--- config.mk ---
export PLATFORM = sky130hd
export DESIGN_NAME = stub_readback_capture_flat
export DESIGN_NICKNAME = d
export VERILOG_FILES = /design/src/rtl/stub_readback_pkg.sv /design/src/rtl/stub_readback_capture_if.sv /design/src/rtl/stub_readback_capture_sdp_ram.sv /design/src/rtl/stub_readback_capture.sv /design/src/flat_wrapper.sv
export SDC_FILE = /design/constraint.sdc
export NUM_CORES = 2
export LEC_CHECK = 0
export CELL_PAD_IN_SITES_DETAIL_PLACEMENT = 1
export CELL_PAD_IN_SITES_GLOBAL_PLACEMENT = 1
export CORE_UTILIZATION = 38
export DETAILED_ROUTE_END_ITERATION = 8
export PLACE_DENSITY = 0.64
export SLEW_MARGIN = 20
export SYNTH_ARGS = -nofsm -noshare
export SYNTH_HDL_FRONTEND = slang
export SYNTH_SLANG_ARGS = --single-unit
--- constraint.sdc ---
create_clock -name clk -period 9 [get_ports clk]
set_clock_uncertainty 0.1 [all_clocks]
set_input_delay 2.25 -clock clk [delete_from_list [all_inputs] [get_ports clk]]
set_output_delay 2.25 -clock clk [all_outputs]
set_load 0.005 [all_outputs]
--- src/rtl/stub_readback_pkg.sv ---
// -----------------------------------------------------------------------------
// stub_readback_pkg
// Shared definitions for the stub readback capture block: register map
// addresses, CTRL register bit positions and the capture state encoding.
// No ports (package).
// -----------------------------------------------------------------------------
package stub_readback_pkg;

    // Register addresses, decoded from io_addr[1:0]
    localparam logic [1:0] REG_CTRL    = 2'd0;
    localparam logic [1:0] REG_STATUS  = 2'd1;
    localparam logic [1:0] REG_DATA_LO = 2'd2;
    localparam logic [1:0] REG_DATA_HI = 2'd3;

    // CTRL register bit positions
    localparam int CTRL_ARM   = 0;
    localparam int CTRL_CLEAR = 1;
    localparam int CTRL_STOP  = 2;

    // Capture state machine encoding (visible in STATUS[29:28])
    typedef enum logic [1:0] {
        IDLE    = 2'd0,
        ARMED   = 2'd1,
        CAPTURE = 2'd2,
        DONE    = 2'd3
    } state_t;

endpackage

--- src/rtl/stub_readback_capture_if.sv ---
// -----------------------------------------------------------------------------
// stub_readback_capture_if
// IPbus-style programming interface of the readback capture block.
//   io_sel      module selected
//   io_sync     single-cycle start of an I/O operation
//   io_addr     register address (bits [1:0] decoded)
//   io_rd_en    read operation
//   io_wr_en    write operation
//   io_wr_data  write data
//   io_rd_data  read data (valid while io_rd_ack, held until the next read)
//   io_rd_ack   read data valid, one cycle after the request
// master: the bus side driving requests; slave: the capture block.
// -----------------------------------------------------------------------------
interface stub_readback_capture_if;

    logic        io_sel;
    logic        io_sync;
    logic [15:0] io_addr;
    logic        io_rd_en;
    logic        io_wr_en;
    logic [31:0] io_wr_data;
    logic [31:0] io_rd_data;
    logic        io_rd_ack;

    modport master (
        output io_sel, io_sync, io_addr, io_rd_en, io_wr_en, io_wr_data,
        input  io_rd_data, io_rd_ack
    );

    modport slave (
        input  io_sel, io_sync, io_addr, io_rd_en, io_wr_en, io_wr_data,
        output io_rd_data, io_rd_ack
    );

endinterface

--- src/rtl/stub_readback_capture_sdp_ram.sv ---
// -----------------------------------------------------------------------------
// readback_sdp_ram
// Simple dual-port buffer, 2^DEPTH_LOG2 x DATA_W: one synchronous write port
// and one asynchronous read port, so the head word is available in the same
// cycle its address is known.
//   clk      write clock
//   wr_en    write strobe
//   wr_addr  write address
//   wr_data  write data
//   rd_addr  read address
//   rd_data  combinational read data
// -----------------------------------------------------------------------------
module readback_sdp_ram #(
    parameter int DEPTH_LOG2 = 6,
    parameter int DATA_W     = 64
) (
    input  logic                  clk,
    input  logic                  wr_en,
    input  logic [DEPTH_LOG2-1:0] wr_addr,
    input  logic [DATA_W-1:0]     wr_data,
    input  logic [DEPTH_LOG2-1:0] rd_addr,
    output logic [DATA_W-1:0]     rd_data
);

    logic [DATA_W-1:0] mem [2**DEPTH_LOG2];

    // NOTE: the array has no reset; contents are only ever read behind the
    // count, and a reset term would stop it mapping onto RAM primitives.
    always_ff @(posedge clk) begin
        if (wr_en) begin
            mem[wr_addr] <= wr_data;
        end
    end

    assign rd_data = mem[rd_addr];

endmodule

--- src/rtl/stub_readback_capture.sv ---
// -----------------------------------------------------------------------------
// stub_readback_capture
// Captures 64-bit words leaving a processing stage into an on-chip buffer for
// one software-armed event window, and lets software drain it as 32-bit halves
// over the IPbus-style interface.
//   clk        system clock
//   reset      synchronous, active-low reset
//   en_proc    processing enable; words captured only while high
//   first_clk  event-boundary strobe; opens the window when armed
//   data_in    processing-stage output word
//   valid_in   data_in qualifier
//   io         programming interface (slave modport)
//   buf_full   buffer holds 2^DEPTH_LOG2 words
//   overflow   sticky: a word was dropped because the buffer was full
// -----------------------------------------------------------------------------
module stub_readback_capture
    import stub_readback_pkg::*;
#(
    parameter int DEPTH_LOG2 = 6,
    parameter int DATA_W     = 64
) (
    input  logic                clk,
    input  logic                reset,
    input  logic                en_proc,
    input  logic                first_clk,
    input  logic [DATA_W-1:0]   data_in,
    input  logic                valid_in,
    stub_readback_capture_if.slave io,
    output logic                buf_full,
    output logic                overflow
);

    localparam logic [DEPTH_LOG2:0] FULL_COUNT = {1'b1, {DEPTH_LOG2{1'b0}}};
    localparam int                  PAD_W      = 28 - (DEPTH_LOG2 + 1);

    state_t                state, state_next, ctrl_base;
    logic [DEPTH_LOG2-1:0] wr_ptr, wr_ptr_next;
    logic [DEPTH_LOG2-1:0] rd_ptr, rd_ptr_next;
    logic [DEPTH_LOG2:0]   count, count_next;
    logic                  overflow_next;
    logic [31:0]           rd_data_next;
    logic [31:0]           rd_mux;
    logic [DATA_W-1:0]     head_word;

    logic access, wr_ctrl, rd_req;
    logic clear, arm, stop;
    logic is_full, is_empty, word_ok, window_open;
    logic push, pop;

    // Only the low address bits and the three CTRL bits carry meaning.
    logic unused_ok;
    assign unused_ok = &{1'b0, io.io_addr[15:2], io.io_wr_data[31:3]};

    readback_sdp_ram #(
        .DEPTH_LOG2 (DEPTH_LOG2),
        .DATA_W     (DATA_W)
    ) u_ram (
        .clk     (clk),
        .wr_en   (push),
        .wr_addr (wr_ptr),
        .wr_data (data_in),
        .rd_addr (rd_ptr),
        .rd_data (head_word)
    );

    // Request decode and data-path qualifiers
    always_comb begin
        access      = io.io_sel & io.io_sync;
        wr_ctrl     = access & io.io_wr_en & (io.io_addr[1:0] == REG_CTRL);
        rd_req      = access & io.io_rd_en;
        clear       = wr_ctrl & io.io_wr_data[CTRL_CLEAR];
        arm         = wr_ctrl & io.io_wr_data[CTRL_ARM];
        stop        = wr_ctrl & io.io_wr_data[CTRL_STOP];
        is_full     = (count == FULL_COUNT);
        is_empty    = (count == '0);
        word_ok     = valid_in & en_proc;
        // The strobe cycle's own word already belongs to the window.
        window_open = (state == CAPTURE) | ((state == ARMED) & first_clk);
        push        = ~clear & window_open & word_ok & ~is_full;
        // Pops only outside the window, so push and pop never coincide.
        pop         = ~clear & rd_req & (io.io_addr[1:0] == REG_DATA_HI) &
                      ((state == IDLE) | (state == DONE)) & ~is_empty;
    end

    // Next-state and buffer bookkeeping
    always_comb begin
        // NOTE: every output gets a default first so no path through this
        // block leaves a variable unassigned, which would infer a latch.
        state_next    = state;
        wr_ptr_next   = wr_ptr;
        rd_ptr_next   = rd_ptr;
        count_next    = count;
        overflow_next = overflow;
        ctrl_base     = state;

        if (clear) begin
            state_next    = IDLE;
            wr_ptr_next   = '0;
            rd_ptr_next   = '0;
            count_next    = '0;
            overflow_next = 1'b0;
            ctrl_base     = IDLE;
        end else begin
            if (push) begin
                wr_ptr_next = wr_ptr + 1'b1;
                count_next  = count + 1'b1;
            end
            if (pop) begin
                rd_ptr_next = rd_ptr + 1'b1;
                count_next  = count - 1'b1;
            end
            // Words still streaming at a full buffer after the window closed
            // on the fill are the ones that were lost.
            if (word_ok & is_full & (window_open | (state == DONE))) begin
                overflow_next = 1'b1;
            end
            case (state)
                ARMED:   if (first_clk) state_next = CAPTURE;
                default: state_next = state;
            endcase
            if ((state_next == CAPTURE) && (count_next == FULL_COUNT)) begin
                state_next = DONE;
            end
        end

        // CTRL applies after CLEAR; STOP suppresses ARM in the same write.
        if (stop) begin
            if ((ctrl_base == ARMED) || (ctrl_base == CAPTURE)) begin
                state_next = DONE;
            end
        end else if (arm) begin
            if ((ctrl_base == IDLE) || (ctrl_base == DONE)) begin
                state_next = ARMED;
            end
        end
    end

    // Read mux; empty buffer reads as zero on both data halves
    always_comb begin
        rd_mux = '0;
        case (io.io_addr[1:0])
            REG_STATUS:  rd_mux = {overflow, buf_full, state, {PAD_W{1'b0}}, count};
            REG_DATA_LO: rd_mux = is_empty ? 32'h0 : head_word[31:0];
            REG_DATA_HI: rd_mux = is_empty ? 32'h0 : head_word[63:32];
            default:     rd_mux = '0;
        endcase
        rd_data_next = rd_req ? rd_mux : io.io_rd_data;
    end

    // NOTE: sequential state uses non-blocking assignments so every register
    // samples the pre-edge values regardless of statement order.
    always_ff @(posedge clk) begin
        if (!reset) begin
            state         <= IDLE;
            wr_ptr        <= '0;
            rd_ptr        <= '0;
            count         <= '0;
            overflow      <= 1'b0;
            buf_full      <= 1'b0;
            io.io_rd_data <= '0;
            io.io_rd_ack  <= 1'b0;
        end else begin
            state         <= state_next;
            wr_ptr        <= wr_ptr_next;
            rd_ptr        <= rd_ptr_next;
            count         <= count_next;
            overflow      <= overflow_next;
            buf_full      <= (count_next == FULL_COUNT);
            io.io_rd_data <= rd_data_next;
            io.io_rd_ack  <= rd_req;
        end
    end

endmodule

--- src/flat_wrapper.sv ---
// flat-port wrapper written by rule: the top's interface ports become plain ports
module stub_readback_capture_flat import stub_readback_pkg::*;
#(
    parameter int DEPTH_LOG2 = 6,
    parameter int DATA_W     = 64
)
  (clk, reset, en_proc, first_clk, data_in, valid_in, buf_full, overflow, io_io_sel, io_io_sync, io_io_addr, io_io_rd_en, io_io_wr_en, io_io_wr_data, io_io_rd_data, io_io_rd_ack);
  stub_readback_capture_if io_i ();
  input  logic clk;
  input  logic reset;
  input  logic en_proc;
  input  logic first_clk;
  input  logic [DATA_W-1:0] data_in;
  input  logic valid_in;
  output logic buf_full;
  output logic overflow;
  input wire logic [$bits(io_i.io_sel)-1:0] io_io_sel;
  input wire logic [$bits(io_i.io_sync)-1:0] io_io_sync;
  input wire logic [$bits(io_i.io_addr)-1:0] io_io_addr;
  input wire logic [$bits(io_i.io_rd_en)-1:0] io_io_rd_en;
  input wire logic [$bits(io_i.io_wr_en)-1:0] io_io_wr_en;
  input wire logic [$bits(io_i.io_wr_data)-1:0] io_io_wr_data;
  output wire logic [$bits(io_i.io_rd_data)-1:0] io_io_rd_data;
  output wire logic [$bits(io_i.io_rd_ack)-1:0] io_io_rd_ack;
  assign io_i.io_sel = io_io_sel;
  assign io_i.io_sync = io_io_sync;
  assign io_i.io_addr = io_io_addr;
  assign io_i.io_rd_en = io_io_rd_en;
  assign io_i.io_wr_en = io_io_wr_en;
  assign io_i.io_wr_data = io_io_wr_data;
  assign io_io_rd_data = io_i.io_rd_data;
  assign io_io_rd_ack = io_i.io_rd_ack;
  stub_readback_capture #(.DEPTH_LOG2(DEPTH_LOG2), .DATA_W(DATA_W)) u_core (.clk(clk), .reset(reset), .en_proc(en_proc), .first_clk(first_clk), .data_in(data_in), .valid_in(valid_in), .io(io_i), .buf_full(buf_full), .overflow(overflow));
endmodule
==> impl_summary.md <==
Run status
The run finished with clean final reports.

Global route
The number of antenna violations at the first check in global routing is 36. The global router's overall resource usage is 21.44%. The first global-routing pass estimated 630000 um of wire. Entering global routing, the biggest net connects 123 pins. The total global routing overflow is 0.

The number of global-route vias before repair is 78880.

Synthesis
The most frequently used cell type in the post-synthesis netlist is sky130_fd_sc_hd__edfxtp_1. The compound-cell area share of the yosys netlist is 2.090%. The adder-cell share of the synthesized area is 0.05516%. In the post-synthesis netlist, the biggest area contributors are sky130_fd_sc_hd__edfxtp_1 (77%), sky130_fd_sc_hd__mux4_2 (15%), sky130_fd_sc_hd__mux2i_1 (1.9%), sky130_fd_sc_hd__dfxtp_1 (0.78%), sky130_fd_sc_hd__buf_2 (0.39%). Summing the areas of all xor and xnor instances in the mapped netlist gives 0.06619% of the synthesized area. Synthesis produced a netlist with a net count of 6913.

The mean instance size in the synthesized netlist is 23.40 sq um. By count the netlist is led by sky130_fd_sc_hd__edfxtp_1 (4096), sky130_fd_sc_hd__mux4_2 (1076), sky130_fd_sc_hd__mux2i_1 (296), sky130_fd_sc_hd__clkbuf_1 (130), sky130_fd_sc_hd__buf_2 (123). In this run, synthesis inferred 4096 flip-flops with an integrated enable. The Yosys step of the flow raised 0 warnings.

By area, the combinational part of the netlist is dominated by multiplexers. The biggest area consumer among synthesized cells is sky130_fd_sc_hd__edfxtp_1. The post-synthesis share of cell area spent on and, or, nand and nor gates is 1.109%.

The synthesized design devotes to its leading area cell type 77.46% of total area. The cell area that synthesis handed to floorplanning was 158800 sq um. Counting flops with an async set or reset pin after synthesis yields a share of 0%.

The commonest register cell after synthesis is sky130_fd_sc_hd__edfxtp_1. The cell count after synthesis came out at 6785. The total of flip-flops plus latches after synthesis is 4158.

Of the post-synthesis cell area, the part taken by muxes is 17.16%. In this run, distinct cell masters in the synthesized netlist total 67. Sequential elements use 78.24% of the synthesized area.

Clock tree
The hold buffer count at CTS is 0. Once the clock tree was built, the resizer swapped 0 gates to a different size. The clock transition at the registers of the reported paths is 60 ps. The clock passes through at most 4 buffers.

The H-tree was split into 5 levels. TritonCTS built the clock tree. The cell sitting at the root of the clock tree is a sky130_fd_sc_hd__clkbuf_16. The number of buffers created by CTS is 419. The clock net in this run drives a total of 4158 sinks.

The buffer count from post-CTS setup fixing is 0. The later pin in the worst-skew pair is clocked with a latency of 990 ps.

Pwr
The clock network power share is 44.2%. In this run the power spent charging and discharging nets is 0.007847 W. The proportion of total power due to net switching is 20.22%.

In this run the power density over the cells is 213.8 nW/um^2. The internal power of the cells totals 0.03096 W. The proportion of power drawn by flip-flops and latches is 54.8%. The peak supply drop is 162.4 uV. The combinational power share is 1.0%. For this design the static power due to leakage is 54.01 nW.

Drt
The average via count per standard cell is 5.853. For this run, the detailed router's first-pass iteration total came to 5. The count of antenna-violating nets left after detailed routing is 0.

For this block, the via count after detailed routing is 76440. The detailed-route DRC error count is 0. The total length of routed wires is 456900 um. The routed length per instance is 34.98 um. The starting DRC count in detailed routing is 9763.

Die
The die covers 420400 sq um. The standard-cell row count is 237. The floorplan core area is 416300 sq um. 156 I/O pins were placed. The die width is 648.4 um. From bottom edge to top edge, the die measures 648.4 um. The initial standard-cell utilization of the core is 38.14%.

Layout
The area occupied by multi-input gates is 33090 sq um. The number of filler instances in the final layout is 37960. Of the cells placed in the final design, the portion with a size suffix greater than 1 is 27.77%. Once layout is complete, the cells apart from fillers number 13060. The area taken by flip-flops and latches is 124300 sq um.

The final cell area excluding filler cells is 181500 sq um. The area overhead of the layout relative to synthesis is 14.31%. The net count of the finished layout is 7332.

Worst setup path
The critical path goes through clkdlybuf4s50_1 > nor4bb_1 > a311oi_2 > nand2_1 > nor2_1 > nand3b_1 > nor2_4 > buf_4. The worst stage delay on the critical path is 1160 ps. The count of buffering cells on the critical path with inverters included is 2. The endpoint of the worst register-to-register path is u_core.u_ram.mem[42][44]. The data arrival time of the critical path is 7240 ps.

The family of cells with the greatest summed delay on the critical path is simple AND/OR/NAND/NOR gates. The setup path with the least slack is of type input pin to flop. Data on the critical path is required at its endpoint by 9530 ps. The slack of the worst reg-to-reg path is 3580 ps.

STA classifies the critical path endpoint as a flop. For this design, the slowest cell found on the critical path is sky130_fd_sc_hd__nor2_4. Along the worst path, the maximum fanout reaches 18. Counting cells, the worst reg-to-reg path comes to 8.

The source of the worst register-to-register timing path is u_core.state[0]. The kind of start point of the critical path is an input pin.

STA
Adding up every negative setup slack in the final design gives 0 ps. The final critical-path share of the clock period is 74.53%. Setup violations remaining at the end of the flow were counted as 0.

The final-report max-slew violation count came to 0. In this run the tightest slew margin relative to its limit is 14.82%. Setup repair after global routing left no endpoint under its margin.

The transition at the pin with the smallest max-transition slack is 1268 ps. The shortest period the worst path allows is 6708 ps. Based on the critical path, the design can be clocked at up to 0.1491 GHz. The count of endpoints failing hold in the final timing report is 0.

Hold path
The worst hold path passes through 2 cells. In this run the most critical hold path is launched from u_core.rd_ptr[1]. The min-delay analysis places its worst path in the category flop to flop.

Run
The reported max-cap violation count is 0.

Placement
The number of port buffers is 112. The congestion estimate from routability-driven global placement came to 0.8005. The total placed cells including tap cells is 12280. After legalization and detailed placement, the total HPWL measured 256500 um. The instance area at placement is 167900 sq um.
state kept, by name (all words and copies together) (netlist names), named ones only:
signal	count
u_core.rd_ptr	6
u_core.state	2
u_core.io.io_rd_data	32
u_core.u_ram.mem	4096
u_core.buf_full	1
u_core.wr_ptr	6
u_core.overflow	1
u_core.io.io_rd_ack	1
u_core.count	7
logic make-up after synthesis:
family          count (synthesis)
fa+ha+maj                       7
buf+inv                       386
xor+xnor                       12
compound gates                472
flops                        4158
mux                          1377
simple gates                  373
cell type report:
| class | instances | area share (%) |
|---|---|---|
| Multi-Input combinational cell | 2241 | 18.23 |
| Tap cell | 5497 | 3.789 |
| Timing Repair Buffer | 374 | 2.064 |
| Inverter | 10 | 0.02482 |
| Sequential cell | 4158 | 68.46 |
| Clock buffer | 539 | 6.149 |
| Antenna cell | 8 | 0.01103 |
| Clock inverter | 233 | 1.266 |
routing by layer:
| metal | track usage [%] | part of all wire, % | wire length, um |
|---|---|---|---|
| met2 | 34.74 | 48 | 219300 |
| met3 | 3.831 | 8.1 | 36950 |
| met1 | 29.46 | 40 | 184600 |
| met5 | 0 | 0.013 | 59 |
| met4 | 6.980 | 3.5 | 15980 |
power groups by stage:
stage	sequential (W)	combinational, W	clock (W)
after floorplan	0.0217	0.0000244	0
final	0.0213	0.000392	0.0171
after global placement	0.0217	0.000361	0
after global routing	0.0213	0.000420	0.0180
after CTS	0.0213	0.000397	0.0174
after detailed placement	0.0217	0.000399	0
how the worst max path moves through the flow:
| stage | end | slack [ps] | from | cells after the start |
|---|---|---|---|---|
| 4_1_cts | u_core.u_ram.mem[42][22] | 2450 | io_io_addr[1] | 8 |
| 3_3_place_gp | u_core.u_ram.mem[42][44] | 1500 | io_io_addr[1] | 8 |
| 3_5_place_dp | u_core.u_ram.mem[42][59] | 1440 | io_io_addr[1] | 8 |
| 6_report | u_core.u_ram.mem[42][44] | 2290 | io_io_addr[1] | 8 |
| 2_1_floorplan | u_core.u_ram.mem[61][0] | 1900 | io_io_sync | 6 |
| 5_1_grt | u_core.u_ram.mem[42][44] | 2330 | io_io_addr[1] | 8 |
cell usage in the layout, fill, tap and decap left out, types with 37 or more instances in the layout:
cell / n
sky130_fd_sc_hd__a21oi_1: 82
sky130_fd_sc_hd__a22oi_1: 69
sky130_fd_sc_hd__buf_12: 68
sky130_fd_sc_hd__buf_2: 37
sky130_fd_sc_hd__buf_4: 218
sky130_fd_sc_hd__clkbuf_1: 102
sky130_fd_sc_hd__clkbuf_16: 423
sky130_fd_sc_hd__clkdlybuf4s50_1: 48
sky130_fd_sc_hd__clkinv_1: 79
sky130_fd_sc_hd__clkinv_2: 77
sky130_fd_sc_hd__dfxtp_1: 56
sky130_fd_sc_hd__edfxtp_1: 4096
sky130_fd_sc_hd__mux2i_1: 296
sky130_fd_sc_hd__mux4_2: 1076
sky130_fd_sc_hd__nand2_1: 116
sky130_fd_sc_hd__nand3_1: 39
sky130_fd_sc_hd__nor2_1: 41
sky130_fd_sc_hd__nor2_4: 66
sky130_fd_sc_hd__o211ai_1: 40
sky130_fd_sc_hd__o21ai_0: 60
sky130_fd_sc_hd__o221ai_1: 57
sky130_fd_sc_hd__o22ai_1: 39
stage by stage:
step | utilization (%) | power, W | setup slack (ps) | hold slack (ps)
6_report | 43.59 | 0.03880 | 2292 | 422.2
5_1_grt | 43.59 | 0.03971 | 2330 | 475.9
4_1_cts | 43.55 | 0.03907 | 2453 | 416.6
3_5_place_dp | 40.32 | 0.02208 | 1440 | 396.9
3_3_place_gp | 40.32 | 0.02204 | 1497 | 386.2
2_1_floorplan | - | 0.02170 | 1904 | 350.0
tightest hold or removal path: stages, from the launching register on:
cell and delay, ps:
sky130_fd_sc_hd__dfxtp_1 330, sky130_fd_sc_hd__nand2_1 60, sky130_fd_sc_hd__a21oi_1 80
(Power assumes the default switching activity.)
